File: src/rtl/cpu_trace_spi_ctrl_pkg.sv
// Shared constants, FSM encoding and response helpers for the CPU trace SPI controller.
package cpu_trace_spi_ctrl_pkg;

  localparam logic [7:0] CMD_STATUS = 8'h01;
  localparam logic [7:0] CMD_READ   = 8'h02;
  localparam logic [7:0] CMD_CLEAR  = 8'h03;

  localparam logic [7:0] CLEAR_ACK  = 8'hA5;
  localparam logic [7:0] BAD_CMD    = 8'hFF;
  localparam logic [7:0] EMPTY_BYTE = 8'h00;

  typedef enum logic [1:0] {
    S_IDLE = 2'd0,
    S_CMD  = 2'd1,
    S_RESP = 2'd2
  } spi_state_t;

  function automatic logic [7:0] f_status_byte(input logic i_ovf, input logic [4:0] i_cnt);
    return {i_ovf, 2'b00, i_cnt};
  endfunction

endpackage

File: src/rtl/cpu_trace_spi_ctrl_trace_fifo.sv
// Show-ahead synchronous byte FIFO; flush overrides push and pop, a push into a
// full FIFO is accepted only when a pop frees a slot in the same cycle.
module trace_fifo #(
  parameter int DEPTH_LOG2 = 4
) (
  input  logic                  i_clk,
  input  logic                  i_reset_n,
  input  logic                  i_push,
  input  logic                  i_pop,
  input  logic                  i_flush,
  input  logic [7:0]            i_din,
  output logic [7:0]            o_dout,
  output logic [DEPTH_LOG2:0]   o_count,
  output logic                  o_full,
  output logic                  o_empty
);

  localparam int DEPTH = 2 ** DEPTH_LOG2;
  localparam logic [DEPTH_LOG2:0] FULL_CNT = {1'b1, {DEPTH_LOG2{1'b0}}};
  localparam logic [DEPTH_LOG2:0] ZERO_CNT = {(DEPTH_LOG2 + 1){1'b0}};

  logic [7:0]            r_mem [DEPTH];
  logic [DEPTH_LOG2-1:0] r_wptr;
  logic [DEPTH_LOG2-1:0] r_rptr;
  logic [DEPTH_LOG2:0]   r_count;
  logic                  w_do_pop;
  logic                  w_do_push;

  assign o_full    = (r_count == FULL_CNT);
  assign o_empty   = (r_count == ZERO_CNT);
  assign o_count   = r_count;
  assign o_dout    = r_mem[r_rptr];
  assign w_do_pop  = i_pop && !o_empty;
  assign w_do_push = i_push && (!o_full || w_do_pop);

  // Storage array write port
  always_ff @(posedge i_clk) begin
    if (!i_reset_n) begin
      for (int k = 0; k < DEPTH; k++) begin
        r_mem[k] <= 8'h00;
      end
    end else if (w_do_push && !i_flush) begin
      r_mem[r_wptr] <= i_din;
    end
  end

  // Pointers and occupancy
  always_ff @(posedge i_clk) begin
    if (!i_reset_n) begin
      r_wptr  <= {DEPTH_LOG2{1'b0}};
      r_rptr  <= {DEPTH_LOG2{1'b0}};
      r_count <= ZERO_CNT;
    end else if (i_flush) begin
      r_wptr  <= {DEPTH_LOG2{1'b0}};
      r_rptr  <= {DEPTH_LOG2{1'b0}};
      r_count <= ZERO_CNT;
    end else begin
      if (w_do_push) begin
        r_wptr <= r_wptr + 1'b1;
      end
      if (w_do_pop) begin
        r_rptr <= r_rptr + 1'b1;
      end
      case ({w_do_push, w_do_pop})
        2'b10:   r_count <= r_count + 1'b1;
        2'b01:   r_count <= r_count - 1'b1;
        default: r_count <= r_count;
      endcase
    end
  end

endmodule

File: src/rtl/cpu_trace_spi_ctrl.sv
// Buffers captured CPU debug instruction bytes and serves them to an external
// SPI mode-0 master through a one-command-per-chip-select protocol.
module cpu_trace_spi_ctrl
  import cpu_trace_spi_ctrl_pkg::*;
#(
  parameter int DEPTH_LOG2  = 4,
  parameter int SYNC_STAGES = 2
) (
  input  logic                  i_clk,
  input  logic                  i_reset_n,
  input  logic [7:0]            i_instruction,
  input  logic                  i_capturebyte,
  input  logic                  i_spi_clk,
  input  logic                  i_csn,
  input  logic                  i_mosi,
  output logic                  o_miso,
  output logic [DEPTH_LOG2:0]   o_fifo_count,
  output logic                  o_overflow
);

  // Synchroniser bit order is {capture, csn, mosi, sck}; csn idles high.
  localparam logic [3:0] SYNC_RST = 4'b0100;

  logic [SYNC_STAGES-1:0][3:0] r_sync;
  logic [2:0]                  r_prev;
  logic [3:0]                  w_async;
  logic [3:0]                  w_sync;
  logic                        w_mosi_s;
  logic                        w_sck_rise;
  logic                        w_sck_fall;
  logic                        w_csn_rise;
  logic                        w_csn_fall;
  logic                        w_cap_rise;

  spi_state_t                  r_state;
  spi_state_t                  w_state_nxt;
  logic [2:0]                  r_bit_cnt;
  logic [2:0]                  w_bit_cnt_nxt;
  logic [7:0]                  r_shift_in;
  logic [7:0]                  w_shift_nxt;
  logic [7:0]                  r_cmd;
  logic [7:0]                  w_cmd_nxt;
  logic [7:0]                  r_tx;
  logic [7:0]                  w_tx_nxt;
  logic                        r_rise_seen;
  logic                        w_rise_seen_nxt;
  logic                        r_miso;
  logic                        w_miso_nxt;
  logic                        r_ovf;
  logic                        w_ovf_nxt;

  logic [7:0]                  w_cmd_byte;
  logic [7:0]                  w_load_cmd;
  logic                        w_load;
  logic                        w_decode;
  logic                        w_pop;
  logic                        w_flush;

  logic [7:0]                  w_dout;
  logic [DEPTH_LOG2:0]         w_count;
  logic                        w_full;
  logic                        w_empty;
  logic [4:0]                  w_cnt5;

  assign w_async    = {i_capturebyte, i_csn, i_mosi, i_spi_clk};
  assign w_sync     = r_sync[SYNC_STAGES-1];
  assign w_mosi_s   = w_sync[1];
  assign w_sck_rise =  w_sync[0] && !r_prev[0];
  assign w_sck_fall = !w_sync[0] &&  r_prev[0];
  assign w_csn_rise =  w_sync[2] && !r_prev[1];
  assign w_csn_fall = !w_sync[2] &&  r_prev[1];
  assign w_cap_rise =  w_sync[3] && !r_prev[2];
  assign w_cmd_byte = {r_shift_in[6:0], w_mosi_s};

  generate
    if (DEPTH_LOG2 + 1 >= 5) begin : g_cnt_trunc
      assign w_cnt5 = w_count[4:0];
    end else begin : g_cnt_ext
      assign w_cnt5 = {{(4 - DEPTH_LOG2){1'b0}}, w_count};
    end
  endgenerate

  trace_fifo #(
    .DEPTH_LOG2 (DEPTH_LOG2)
  ) u_fifo (
    .i_clk     (i_clk),
    .i_reset_n (i_reset_n),
    .i_push    (w_cap_rise),
    .i_pop     (w_pop),
    .i_flush   (w_flush),
    .i_din     (i_instruction),
    .o_dout    (w_dout),
    .o_count   (w_count),
    .o_full    (w_full),
    .o_empty   (w_empty)
  );

  // Input synchronisers and previous-value flops for edge detection
  always_ff @(posedge i_clk) begin
    if (!i_reset_n) begin
      r_sync <= {SYNC_STAGES{SYNC_RST}};
      r_prev <= 3'b010;
    end else begin
      r_sync <= {r_sync[SYNC_STAGES-2:0], w_async};
      r_prev <= {w_sync[3], w_sync[2], w_sync[0]};
    end
  end

  // SPI protocol state, shift registers, MISO and overflow flag
  always_ff @(posedge i_clk) begin
    if (!i_reset_n) begin
      r_state     <= S_IDLE;
      r_bit_cnt   <= 3'd0;
      r_shift_in  <= 8'h00;
      r_cmd       <= 8'h00;
      r_tx        <= 8'h00;
      r_rise_seen <= 1'b0;
      r_miso      <= 1'b0;
      r_ovf       <= 1'b0;
    end else begin
      r_state     <= w_state_nxt;
      r_bit_cnt   <= w_bit_cnt_nxt;
      r_shift_in  <= w_shift_nxt;
      r_cmd       <= w_cmd_nxt;
      r_tx        <= w_tx_nxt;
      r_rise_seen <= w_rise_seen_nxt;
      r_miso      <= w_miso_nxt;
      r_ovf       <= w_ovf_nxt;
    end
  end

  // Next-state, byte loading and FIFO control
  always_comb begin
    w_state_nxt     = r_state;
    w_bit_cnt_nxt   = r_bit_cnt;
    w_shift_nxt     = r_shift_in;
    w_cmd_nxt       = r_cmd;
    w_tx_nxt        = r_tx;
    w_rise_seen_nxt = r_rise_seen;
    w_load          = 1'b0;
    w_decode        = 1'b0;
    w_load_cmd      = r_cmd;
    w_pop           = 1'b0;
    w_flush         = 1'b0;

    if (w_csn_rise) begin
      w_state_nxt     = S_IDLE;
      w_bit_cnt_nxt   = 3'd0;
      w_shift_nxt     = 8'h00;
      w_tx_nxt        = 8'h00;
      w_rise_seen_nxt = 1'b0;
    end else begin
      case (r_state)
        S_IDLE: begin
          if (w_csn_fall) begin
            w_state_nxt   = S_CMD;
            w_bit_cnt_nxt = 3'd0;
            w_shift_nxt   = 8'h00;
          end else begin
            w_state_nxt = S_IDLE;
          end
        end
        S_CMD: begin
          if (w_sck_rise) begin
            w_shift_nxt   = w_cmd_byte;
            w_bit_cnt_nxt = r_bit_cnt + 3'd1;
            if (r_bit_cnt == 3'd7) begin
              w_state_nxt     = S_RESP;
              w_cmd_nxt       = w_cmd_byte;
              w_load_cmd      = w_cmd_byte;
              w_load          = 1'b1;
              w_decode        = 1'b1;
              w_bit_cnt_nxt   = 3'd0;
              w_rise_seen_nxt = 1'b0;
            end else begin
              w_state_nxt = S_CMD;
            end
          end else begin
            w_state_nxt = S_CMD;
          end
        end
        S_RESP: begin
          // Shifts only on a fall that follows a rise in this state, so the
          // trailing fall of the command byte leaves bit 7 on the line.
          if (w_sck_rise) begin
            w_rise_seen_nxt = 1'b1;
            w_bit_cnt_nxt   = r_bit_cnt + 3'd1;
          end else if (w_sck_fall && r_rise_seen) begin
            w_rise_seen_nxt = 1'b0;
            if (r_bit_cnt == 3'd0) begin
              w_load = 1'b1;
            end else begin
              w_tx_nxt = {r_tx[6:0], 1'b0};
            end
          end else begin
            w_state_nxt = S_RESP;
          end
        end
        default: begin
          w_state_nxt = S_IDLE;
        end
      endcase
    end

    if (w_load) begin
      case (w_load_cmd)
        CMD_STATUS: w_tx_nxt = f_status_byte(r_ovf, w_cnt5);
        CMD_READ: begin
          if (!w_empty) begin
            w_tx_nxt = w_dout;
            w_pop    = 1'b1;
          end else begin
            w_tx_nxt = EMPTY_BYTE;
          end
        end
        CMD_CLEAR: begin
          w_tx_nxt = CLEAR_ACK;
          w_flush  = w_decode;
        end
        default: w_tx_nxt = BAD_CMD;
      endcase
    end else begin
      w_flush = 1'b0;
    end
  end

  // Overflow flag and registered MISO value
  always_comb begin
    w_miso_nxt = (w_state_nxt == S_RESP) ? w_tx_nxt[7] : 1'b0;
    if (w_flush) begin
      w_ovf_nxt = 1'b0;
    end else if (w_cap_rise && w_full && !w_pop) begin
      w_ovf_nxt = 1'b1;
    end else begin
      w_ovf_nxt = r_ovf;
    end
  end

  assign o_miso       = r_miso;
  assign o_fifo_count = w_count;
  assign o_overflow   = r_ovf;

endmodule

File: config.mk
export PLATFORM = sky130hd
export DESIGN_NAME = cpu_trace_spi_ctrl
export DESIGN_NICKNAME = d
export VERILOG_FILES = /design/src/rtl/cpu_trace_spi_ctrl_pkg.sv /design/src/rtl/cpu_trace_spi_ctrl_trace_fifo.sv /design/src/rtl/cpu_trace_spi_ctrl.sv
export SDC_FILE = /design/constraint.sdc
export NUM_CORES = 1
export LEC_CHECK = 0
export BUFFER_PORTS_ARGS = -buffer_cell sky130_fd_sc_hd__buf_2
export CORE_MARGIN = 2
export CORE_UTILIZATION = 30
export DETAILED_ROUTE_END_ITERATION = 7
export PLACE_DENSITY = 0.52
export SYNTH_ARGS = -nofsm -noshare
export SYNTH_HDL_FRONTEND = slang
export SYNTH_SLANG_ARGS = --single-unit
File: constraint.sdc
create_clock -name i_clk -period 4.8 [get_ports i_clk]
set_clock_uncertainty 0.15 [all_clocks]
set_input_delay 0.72 -clock i_clk [delete_from_list [all_inputs] [get_ports i_clk]]
set_output_delay 0.72 -clock i_clk [all_outputs]
set_load 0.1 [all_outputs]
* After elaboration in Yosys (flattened, before gate mapping)
Memories as Yosys holds them, arrays and structs flattened. A register that Yosys moved wholly into a read port is not among the register bits. Index checks and enable logic that the tools add are counted.
Operators by class: equality and inequality tests 17, bitwise operators 1, muxes and demuxes 56, reduce and logical (&&, ||, !) cells 38, $add $sub $neg 5
Operator list (count):
- 8-bit two-way mux | 12
- 8-bit case mux with 3 select lines | 1
- 1-bit two-way mux | 23
- 8-bit by 2-bit == test with 1-bit output (second input constant) | 2
- 7-bit two-way mux | 2
- 7-bit case mux with 2 select lines | 1
- 3-bit two-way mux | 4
- 4-bit two-way mux | 3
- 4-bit AND reduction | 3
- 1-bit logical AND | 11
- 2-bit two-way mux | 5
- 5-bit case mux with 2 select lines | 1
- 1-bit zero test | 9
- 3-bit case mux with 3 select lines | 1
- 3-bit nonzero test | 3
- 4-bit by 1-bit adder with 4-bit output (second input constant) | 2
- 8-bit by 1-bit == test with 1-bit output (second input constant) | 1
- 2-bit != test (second input constant) | 4
- 8-bit OR reduction | 1
- 2-bit == test (second input constant) | 3
- 3-bit != test (second input constant) | 2
- 2-bit case mux with 3 select lines | 1
- 2-bit nonzero test | 3
- 5-bit by 1-bit adder with 5-bit output (second input constant) | 1
- other kinds (15) | 18
Word-level totals: flip-flop bits (word level) 55, memory bits (writable) 128, memories kept 1, input bits 14
Memory list:
- u_fifo.r_mem | depth 16, width 8, read ports 1, clocked after Yosys merged registers in 1, write ports 16, RTL line cpu_trace_spi_ctrl_trace_fifo.sv:22 | logic [7:0] r_mem [DEPTH];

* Logic depth before layout (Yosys ltp)
Gate-level depths: netlist (run 1).
depth after elaboration 17, mapped depth 14, gate-level depth less buffers 12

* Modules after synthesis
Synthesis (run 1) repeated with hierarchy kept, for this count alone.
Second synthesis, totals: cell total of the unflattened synthesis 744, area, all modules 9141.3 µm²
By module, submodules not included:
- trace_fifo | area an instance 6801.5 µm², times used 1, cells an instance 478, seq. area each 4184.0 µm²
- cpu_trace_spi_ctrl | area an instance 2339.7 µm², times used 1, cells an instance 266, seq. area each 840.8 µm²

* Worst setup path after synthesis (run 1)
Ideal clock, no wire load.
path type register to register, start point reg u_fifo.r_count[0] (netlist: u_fifo.o_count[0]), end point mem u_fifo.r_mem[15][0] (enable), library setup time 384 ps, required time 4266 ps, cell stages (with the launch flop) 8, arrival time 3005 ps, period minus slack after synthesis 3539 ps, setup slack 1261 ps, buffers on the path 1, path through dfxtp_1 -> nor4_1 -> nand2b_1 -> o2111a_2 -> a21oi_2 -> or4_1 -> buf_2 -> o21ai_0
RTL lines:
- from (decl) | RTL line cpu_trace_spi_ctrl_trace_fifo.sv:25 | logic [DEPTH_LOG2:0] r_count;
- from (signal assigned) | RTL line cpu_trace_spi_ctrl_trace_fifo.sv:65 | 2'b10: r_count <= r_count + 1'b1;
- from (signal assigned) | RTL line cpu_trace_spi_ctrl_trace_fifo.sv:66 | 2'b01: r_count <= r_count - 1'b1;
- from (signal assigned) | RTL line cpu_trace_spi_ctrl_trace_fifo.sv:67 | default: r_count <= r_count;
- to (decl) | RTL line cpu_trace_spi_ctrl_trace_fifo.sv:22

==> out/metrics.csv, run 1 <==
metric,value,unit
Setup TNS Final,0,ps
Crit Path Class,register to register,
Reg2Reg Launch Point,r_state[0],
DRT Wirelength,23400,microns
Row Count,62,
maximum clock path buffer count,2,
post-CTS sizing,0,
CP Data Required Time,4810,ps
CTS root buffer,clkbuf_16,
PortBufs,20,
r2r setup slk,680,ps
Die Wd,174,microns
Detailed Routing Iterations Pass 1,5,
cells after synthesis,741,
Initial Utilization,30.4,%
die area,0.0304,sq mm
post-route DRC violation count,0,
routed len/inst,20.1,microns
"EDFF count, synth",128,
"Setup Fix Bufs, Post-CTS",0,
RSZ-0062 raised after global routing,false,
final period utilization,85.8,%
Storage cell area,0.00503,sq mm
global-route wire length before repair,35500,microns
Tmin final,4120,ps
Slew Limit Fails,0,
Reg2Reg Depth,8,
DRT antenna net count,0,
crit path capture,u_fifo.r_mem[3][0],
syn_nets,771,
Tot GR Track Use,15.7,%
Layout Cells excl Fill,1161,
"most common cell after layout, fill and taps aside",nor2_1,
Tot Pwr,3330,uW
largest net degree at the start of global routing,37,
grt ovf,0,
CP startpoint,r_state[0],
status,finished clean,
area share of the largest cell type after synthesis,44.2,%
Final Hold Fails,0,
ant diodes,0,
Avg Vias per Cell,5.17,
final setup vio count,0,
pwr/cell area,338,mW/mm^2
TritonCTS clock tree,done,
share of cells above drive strength 1,17.6,%
most frequent cells in the layout,"131 x nor2_1, 128 x edfxtp_1, 66 x nand2_1",
Clock Latency Late Sink,450,ps
Boundary Pins,21,
WP data arrival,4130,ps
vias in the first global route,5864,
async set-or-reset flop fraction in the synthesized netlist,0,%
area occupied by multi-input gates,0.00335,sq mm
CTS Sinks,187,
placed cell count,1129,
CP Capture Type,register,
CP Launch Type,register,
Slew headroom,28.3,%
GP Congestion,0.794,
Hold Path Class,register to register,
Max Cap Viol,0,
core area,0.0286,sq mm
Clock transition at path regs,70,ps
Synth Area per Inst,11.7,sq um
"flops & latches, synth",187,
"Cell Area, Synth",0.00870,sq mm
Lkg Pwr,0.00329,uW
Iter 0 DRT Violations,578,
VDD IR max,0.000296,V
# fillers,2825,
crit-path max FO,16,
Syn-to-layout area delta,13.2,%
f_max,0.243,GHz
initial antenna violation count,0,
synth top area cells,"edfxtp_1 44%, dfxtp_1 14%, mux4_2 9.8%",
cts bufs inserted,17,
"Primary FF master, synth",edfxtp_1,
Worst-Margin Slew,1070,ps
r2r endpoint,u_fifo.r_mem[3][0],
Ys Warns,0,
die height,174,microns
via count,6003,
leading area contributor after synthesis,edfxtp_1,
H-Tree Level Count,4,
sequential share of the synthesized area,57.8,%
# nets final,794,
Yosys cell types,64,
dpl hpwl,16800,microns
hold buffers post-CTS,0,
-- flip-flops by register name (all words and copies together) (netlist names), 2 cells and up, named ones only --
register        cells
r_sync              4
u_fifo.r_rptr       4
r_state             2
u_fifo.o_count      5
r_prev              3
w_sync              4
u_fifo.r_mem      128
r_bit_cnt           3
r_shift_in          7
r_cmd               8
r_tx                8
u_fifo.r_wptr       4
-- stage by stage --
| step | util [%] | hold WS (ps) | worst slack (ps) | instance area, sq um |
|---|---|---|---|---|
| 6_report | 34.4 | 271 | 681 | 9850 |
| 3_5_place_dp | 32.4 | 254 | 710 | 9280 |
| 2_1_floorplan | - | 236 | 1260 | 8700 |
| 3_3_place_gp | 32.4 | 267 | 776 | 9280 |
| 4_1_cts | 34.4 | 277 | 688 | 9850 |
| 5_1_grt | 34.4 | 293 | 303 | 9850 |
-- per-layer routing --
layer	share of wire, %	GRT usage (%)	wire [microns]	vias to the layer above
met5	0	0	0	-
met3	5.2	3.19	1210	29
met2	48	25.4	11100	196
met1	45	21.0	10500	2981
met4	2.1	5.46	488	0
li1	-	-	-	2797
-- worst max-delay path: stages, from the launching register on --
cell,delay (ps)
dfxtp_1,400
ha_1,370
and4b_1,480
and4_1,270
o2111a_2,380
a21oi_2,170
or4_1,820
o21ai_1,560
buf_4,240
-- final cells by class --
class / count / share of cell area [%]
clock buffer: 17 / 4.32
clock inverter: 15 / 1.46
inverter: 18 / 0.686
multi-input combinational: 486 / 34.0
sequential: 187 / 51.0
tap: 384 / 4.88
timing repair buffer: 54 / 3.61
-- power breakdown --
group / switching [uW] / internal (uW) / leakage, uW
Sequential: 18.6 / 1760 / 0.00180
Clock: 697 / 690 / 0.000273
Combinational: 112 / 54.7 / 0.00121
-- synthesized netlist by cell type, drive strengths merged, types with 2 or more instances --
cell     number
nor2        131
a21oi        26
nand4         2
nand2b       10
and3b         2
edfxtp      128
nand3b        2
a22oi         8
a2111oi       2
nor4b         2
o21ai        38
and2         10
ha           16
dfxtp        59
nand3        12
or4           5
or2           2
nor3          6
and3          6
and4b         2
o2111a        3
or3           4
o211ai        7
a21o          3
nand2        67
a221oi        2
nand4b        3
nor4         29
xnor2         3
mux2i         6
o31ai         5
nor2b         9
buf          31
mux2          2
a31oi         4
inv          18
a211oi        3
clkbuf       19
mux4         38
-- logic make-up (layout without fill, tap and decap cells) --
| kind of cell | after synthesis | in the layout | share of synthesized area [%] |
|---|---|---|---|
| muxes | 46 | 46 | 10.8 |
| DFF | 187 | 187 | 57.8 |
| adders and majority gates | 16 | 16 | 2.30 |
| xor gates and xnor gates | 4 | 4 | 0.403 |
| AOI/OAI and AO/OA | 114 | 114 | 8.40 |
| and+or+nand+nor | 306 | 306 | 16.6 |
| buffers and inverters | 68 | 104 | 3.74 |
-- worst min-delay path by stage --
| stage | start | endpoint | slack, ps | cells after the start |
|---|---|---|---|---|
| 3_5_place_dp | r_sync[2] | w_sync[2] | 250 | 1 |
| 5_1_grt | r_sync[2] | w_sync[2] | 290 | 1 |
| 2_1_floorplan | r_sync[2] | w_sync[2] | 240 | 1 |
| 3_3_place_gp | r_sync[3] | w_sync[3] | 270 | 1 |
| 4_1_cts | r_sync[2] | w_sync[2] | 280 | 1 |
| 6_report | r_sync[2] | w_sync[2] | 270 | 1 |
(Power assumes the default switching activity.)
==> run 2: changes to the inputs <==
Settings changed: RECOVER_POWER from default to 100.
==> run 2 against run 1 <==
The run now ends with max-capacitance violations, max-slew violations left. First-iteration DRC count rose by 1.0%. Die area did not move. Critical path depth rose by 2. Wire length fell by 0.33%. Clock power barely moved. Non-clock buffer count did not move. Maximum frequency fell by 2.4%. Count of clock-buffer cells in the layout did not move. Worst setup slack got worse by 100 ps. Sequential share of layout area rose by 0.61 points. Register-to-register slack got worse by 100 ps. Critical endpoint is now u_fifo.r_mem[13][6]. Largest power group unchanged. Highest routed layer unchanged.
==> out/metrics.csv, run 2 (synthesis results as in run 1) <==
metric,value,unit,change
# nets final,794,,unchanged
CP startpoint,r_state[0],,
hold path start,r_sync[2],,
# fillers,2855,,+1.1%
dpl hpwl,16800,microns,unchanged
largest net degree at the start of global routing,37,,unchanged
Slew Limit Fails,25,,+25
Lkg Pwr,0.00315,uW,-4.1%
final period utilization,87.9,%,+2.1 points
Detailed Routing Iterations Pass 1,6,,+1
share of cells above drive strength 1,12.9,%,-4.8 points
crit-path max FO,24,,+8
GP Congestion,0.794,,unchanged
TritonCTS clock tree,done,,
most frequent cells in the layout,"131 x nor2_1, 128 x edfxtp_1, 67 x nand2_1",,
cts bufs inserted,17,,unchanged
Final Hold Fails,0,,unchanged
maximum clock path buffer count,2,,unchanged
failing checks,"max-capacitance violations, max-slew violations",,
f_max,0.237,GHz,-2.4%
post-route setup slack,579,ps,-102 ps
placed cell count,1129,,unchanged
Layout Cells excl Fill,1161,,unchanged
CP most frequent cell,buf_4,,
Initial Utilization,30.4,%,unchanged
die height,174,microns,unchanged
Util after Layout,34.0,%,-0.42 points
Tot GR Track Use,15.7,%,unchanged
"most common cell after layout, fill and taps aside",nor2_1,,
Row Count,62,,unchanged
crit-path cells,"ha_1, and4b_1, nand4_1, a2111oi_1, nand2b_1, buf_4, or4_1, buf_4, o21ai_0, clkbuf_1",,
VDD IR max,0.000297,V,+0.23%
hold buffers post-CTS,0,,unchanged
Crit Path Class,register to register,,
Hold Path Class,register to register,,
Die Wd,174,microns,unchanged
WP data arrival,4250,ps,+120 ps
CP Launch Type,register,,
biggest regs,"u_fifo.r_mem x128, r_cmd x8, r_tx x8",,
"Setup Fix Bufs, Post-CTS",0,,unchanged
"slowest stage delay, CP",790,ps,-30 ps
routed len/inst,20.1,microns,-0.33%
DRT Wirelength,23300,microns,-0.33%
Reg2Reg Launch Point,r_state[0],,
vias in the first global route,5864,,unchanged
"Max stage delay cell, worst path",a2111oi_1,,
H-Tree Level Count,4,,unchanged
final setup vio count,0,,unchanged
CP Data Required Time,4830,ps,+20 ps
pre-CTS setup slack,710,ps,unchanged
Boundary Pins,21,,unchanged
global-route wire length before repair,35500,microns,unchanged
CTS root buffer,clkbuf_16,,
grt ovf,0,,unchanged
Clock transition at path regs,70,ps,about the same
"Design Area, Final",0.00973,sq mm,-1.2%
Avg Vias per Cell,5.16,,-0.15%
Tmin final,4220,ps,+102 ps
Max Cap Viol,1,,+1
CP top delay family,simple AND/OR/NAND/NOR gates,,
initial antenna violation count,0,,unchanged
PortBufs,20,,unchanged
DRT antenna net count,0,,unchanged
CP Buf/Inv Count,3,,+2
pwr/cell area,341,mW/mm^2,+0.75%
status,"finished, violations left",,
Slew headroom,-20.9,%,-49 points
RSZ-0062 raised after global routing,false,,
Syn-to-layout area delta,11.9,%,
post-CTS sizing,0,,unchanged
Clock Latency Late Sink,450,ps,about the same
Iter 0 DRT Violations,584,,+1.0%
Biggest register,u_fifo.r_mem,,
max reg flops,128,,unchanged
via count,5994,,-0.15%
Worst-Margin Slew,1810,ps,+736 ps
Setup TNS Final,0,ps,unchanged
CTS Sinks,187,,unchanged
placed inst area,0.00928,sq mm,unchanged
core area,0.0286,sq mm,unchanged
CP Capture Type,register,,
post-route DRC violation count,0,,unchanged
die area,0.0304,sq mm,unchanged
ant diodes,0,,unchanged
## run 2: path summary, 6_finish.rpt
path                                            end  slack, ps  depth (start not counted)
worst max-delay path            u_fifo.r_mem[13][6]        580                         10
worst min-delay path                      w_sync[2]        270                          1
worst max register to register  u_fifo.r_mem[13][6]        580                         10
worst min register to register            w_sync[2]        270                          1
## run 2: report_power, final
part	leakage, uW	internal (uW)	switching, uW
clock	0.000273	690	692
sequential	0.00180	1760	18.8
combinational	0.00108	44.8	111
total	0.00315	2500	822
## run 2: routing by layer
metal | global-route usage, % | part of all wire (%) | up-vias
li1 | - | - | 2797
met4 | 5.46 | 2.2 | 0
met5 | 0 | 0 | -
met3 | 3.19 | 5.3 | 33
met2 | 25.4 | 47 | 186
met1 | 21.0 | 45 | 2978
## run 2: through the flow
stage	total power [uW]	hold slack (ps)
2_1_floorplan	1900	236
3_3_place_gp	1980	267
3_5_place_dp	1980	254
4_1_cts	3360	277
5_1_grt	3430	293
6_report	3320	273
## run 2: worst register-to-register path: cells and delay by family, from the launching register on
kind	cells	cell delay [ps]
AND/OR/NAND/NOR	4	1250
AO/OA/AOI/OAI	2	930
buffers and inverters	3	870
flip-flops	1	400
adder cells (fa/ha/maj)	1	370
## run 2: cell type report
| type | count | area [sq um] | area share [%] |
|---|---|---|---|
| tap | 384 | 480 | 4.94 |
| clock inverter | 15 | 144 | 1.48 |
| inverter | 18 | 67.6 | 0.694 |
| timing repair buffer | 54 | 243 | 2.49 |
| sequential | 187 | 5020 | 51.6 |
| clock buffer | 17 | 425 | 4.37 |
| multi-input combinational | 486 | 3340 | 34.4 |
==> run 3: changes to the inputs <==
Settings changed: ABC_AREA from default to 1, CORE_UTILIZATION 30 to 45, PLACE_DENSITY 0.52 to 0.69.
==> run 3 against run 2 <==
The flow now finishes without violations. Global-route usage increased by 6.1 points. First-iteration DRC count rose by 18%. Die area fell by 33%. Final cell count is 7.0% higher. Flip-flop and latch count unchanged. Utilization is 17 points higher. Non-clock buffer count fell by 30. Area after synthesis decreased by 0.29%. Critical path depth is 6 higher. Critical path type unchanged.
==> out/metrics.csv, run 3 <==
metric,value,unit,change
Lkg Pwr,0.00395,uW,+25%
f_max,0.238,GHz,+0.47%
dpl hpwl,14300,microns,-15%
DRT antenna net count,0,,unchanged
Max Cap Viol,0,,-1
share of cells above drive strength 1,7.74,%,-5.1 points
sequential share of the synthesized area,57.9,%,+0.17 points
Clock transition at path regs,70,ps,about the same
CP Launch Type,register,,
syn_nets,998,,+29%
"flops & latches, synth",187,,unchanged
Detailed Routing Iterations Pass 1,8,,+2
DRT Wirelength,21700,microns,-7.0%
routed len/inst,17.4,microns,-13%
biggest regs,"u_fifo.r_mem x128, r_cmd x8, r_tx x8",,
Boundary Pins,21,,unchanged
simple-gate area share of the yosys netlist,21.6,%,+5.0 points
Row Count,50,,-19%
mux cell area share after synthesis,0,%,-11 points
most frequent cells in the layout,"234 x nor2_1, 141 x nand2_1, 128 x edfxtp_1",,
status,finished clean,,
Final Hold Fails,0,,unchanged
CTS Sinks,187,,unchanged
CP most frequent cell,nand2_1,,
Hold Path Class,register to register,,
async set-or-reset flop fraction in the synthesized netlist,0,%,unchanged
Yosys cell types,36,,-44%
maximum clock path buffer count,2,,unchanged
Tmin final,4200,ps,-19.9 ps
Clock Latency Late Sink,440,ps,about the same
post-route DRC violation count,0,,unchanged
TritonCTS clock tree,done,,
Die Wd,143,microns,-18%
"most common cell after layout, fill and taps aside",nor2_1,,
Synth Area per Inst,8.96,sq um,-24%
crit-path cells,"ha_1, nand4_1, nor2_4, nand2_1, nand2_1, nand2_1, nor2_1, nand3_1, nor2_1, nand3_1, nand2_1, nor2_8, inv_2, nor2_4, nand2_2, nand2_1",,
r2r setup slk,600,ps,+20 ps
core area,0.0188,sq mm,-34%
"Cell Area, Synth",0.00867,sq mm,-0.29%
CP Capture Type,register,,
initial antenna violation count,0,,unchanged
CTS root buffer,clkbuf_16,,
Tot GR Track Use,21.8,%,+6.1 points
"slowest stage delay, CP",440,ps,-350 ps
post-CTS sizing,0,,unchanged
final setup vio count,0,,unchanged
RSZ-0062 raised after global routing,false,,
hold buffers post-CTS,0,,unchanged
global-route wire length before repair,33400,microns,-5.9%
leading area contributor after synthesis,edfxtp_1,,
Crit Path Class,register to register,,
max reg flops,128,,unchanged
area share of the largest cell type after synthesis,44.3,%,+0.13 points
Slew headroom,3.66,%,+25 points
Worst-Margin Slew,1450,ps,-366 ps
# fillers,1702,,-40%
cells after synthesis,968,,+31%
Biggest register,u_fifo.r_mem,,
synth top area cells,"edfxtp_1 44%, dfxtp_1 14%, nor2_1 10%",,
ant diodes,0,,unchanged
GP Congestion,0.885,,+12%
Synth Area in Compound Gates,12.2,%,+3.8 points
"Primary FF master, synth",edfxtp_1,,
Reg2Reg Launch Point,r_state[0],,
cts bufs inserted,17,,unchanged
die area,0.0204,sq mm,-33%
die height,143,microns,-18%
crit-path max FO,14,,-42%
H-Tree Level Count,4,,unchanged
Setup TNS Final,0,ps,unchanged
Syn-to-layout area delta,10.4,%,
"top cells by count, synth","234 x nor2_1, 141 x nand2_1, 128 x edfxtp_1",,
PortBufs,20,,unchanged
Iter 0 DRT Violations,690,,+18%
final period utilization,87.5,%,-0.42 points
Avg Vias per Cell,5.48,,+6.1%
VDD IR max,0.000315,V,+6.1%
Slew Limit Fails,0,,-100%
CP Data Required Time,4710,ps,-120 ps
via count,6803,,+13%
largest family of logic cells by synthesized area,simple AND/OR/NAND/NOR gates,,
Synth Area in Adders,2.31,%,+0.0066 points
pwr/cell area,361,mW/mm^2,+5.8%
vias in the first global route,6270,,+6.9%
"Max stage delay cell, worst path",ha_1,,
# nets final,999,,+26%
XOR/XNOR share of the synthesized area,0,%,-0.40 points
hold path start,r_sync[3],,
CP startpoint,r_state[0],,
"EDFF count, synth",128,,unchanged
Hold WS,268,ps,-5.42 ps
grt ovf,0,,unchanged
"count leader, synth",nor2_1,,
WP data arrival,4110,ps,-140 ps
"Setup Fix Bufs, Post-CTS",0,,unchanged
Ys Warns,0,,unchanged
largest net degree at the start of global routing,65,,+76%
Initial Utilization,46.1,%,+16 points
run 3: changes by cell type after synthesis, sizes merged, moves of 14 or more:
cell,before,now
buf,31,6
o221ai,0,14
nand2,67,150
inv,18,93
clkbuf,19,36
mux4,38,0
o22ai,1,20
nor2,131,241
nand3,12,38
nor4,29,2
o21ai,38,97
run 3: cell type report:
type	count	area, sq um	share of cell area [%]
Inverter	93	349	3.65
Multi-Input combinational cell	646	3120	32.6
Sequential cell	187	5030	52.5
Clock buffer	17	425	4.44
Timing Repair Buffer	24	116	1.22
Tap cell	260	325	3.40
Clock inverter	15	206	2.16
run 3: worst paths after layout:
kind,endpoint,depth (start not counted)
hold / removal,w_sync[3],2
hold reg to reg,w_sync[3],2
setup / recovery,u_fifo.r_mem[8][7],16
setup reg to reg,u_fifo.r_mem[8][7],16
run 3: power breakdown:
group          switching, uW  total (uW)  leakage, uW  internal (uW)
clock network            695        1500     0.000312            809
logic                    125         158      0.00184           32.7
registers               24.2        1790      0.00180           1770
total                    844        3450      0.00395           2610
run 3: logic make-up after synthesis:
logic type	after synthesis
AO/OA/AOI/OAI	184
adder cells (fa/ha/maj)	16
buffers and inverters	135
flip-flops	187
AND/OR/NAND/NOR	446
run 3: worst max-delay path: cells and delay by family, from the launching register on:
family | cells | cell delay, ps
adder cells (fa/ha/maj) | 1 | 440
AND/OR/NAND/NOR | 14 | 2670
buffers and inverters | 1 | 130
flip-flops | 1 | 420
run 3: routing by layer:
layer	GRT usage, %	share of wire (%)	vias up
li1	-	-	3266
met1	29.3	42	3166
met2	35.6	47	338
met3	4.59	8.7	33
met4	7.03	1.9	0
met5	0	0	-
run 3: metrics by stage:
stage	utilization (%)	power (uW)	instance area, sq um	cells	worst slack (ps)
finish	50.8	3450	9570	1242	599
global route	50.8	3540	9570	1242	197
global placement	47.6	1980	8960	1210	970
floorplan	-	1920	8670	968	1680
detailed placement	47.6	1980	8960	1210	825
CTS	50.9	3460	9590	1242	729
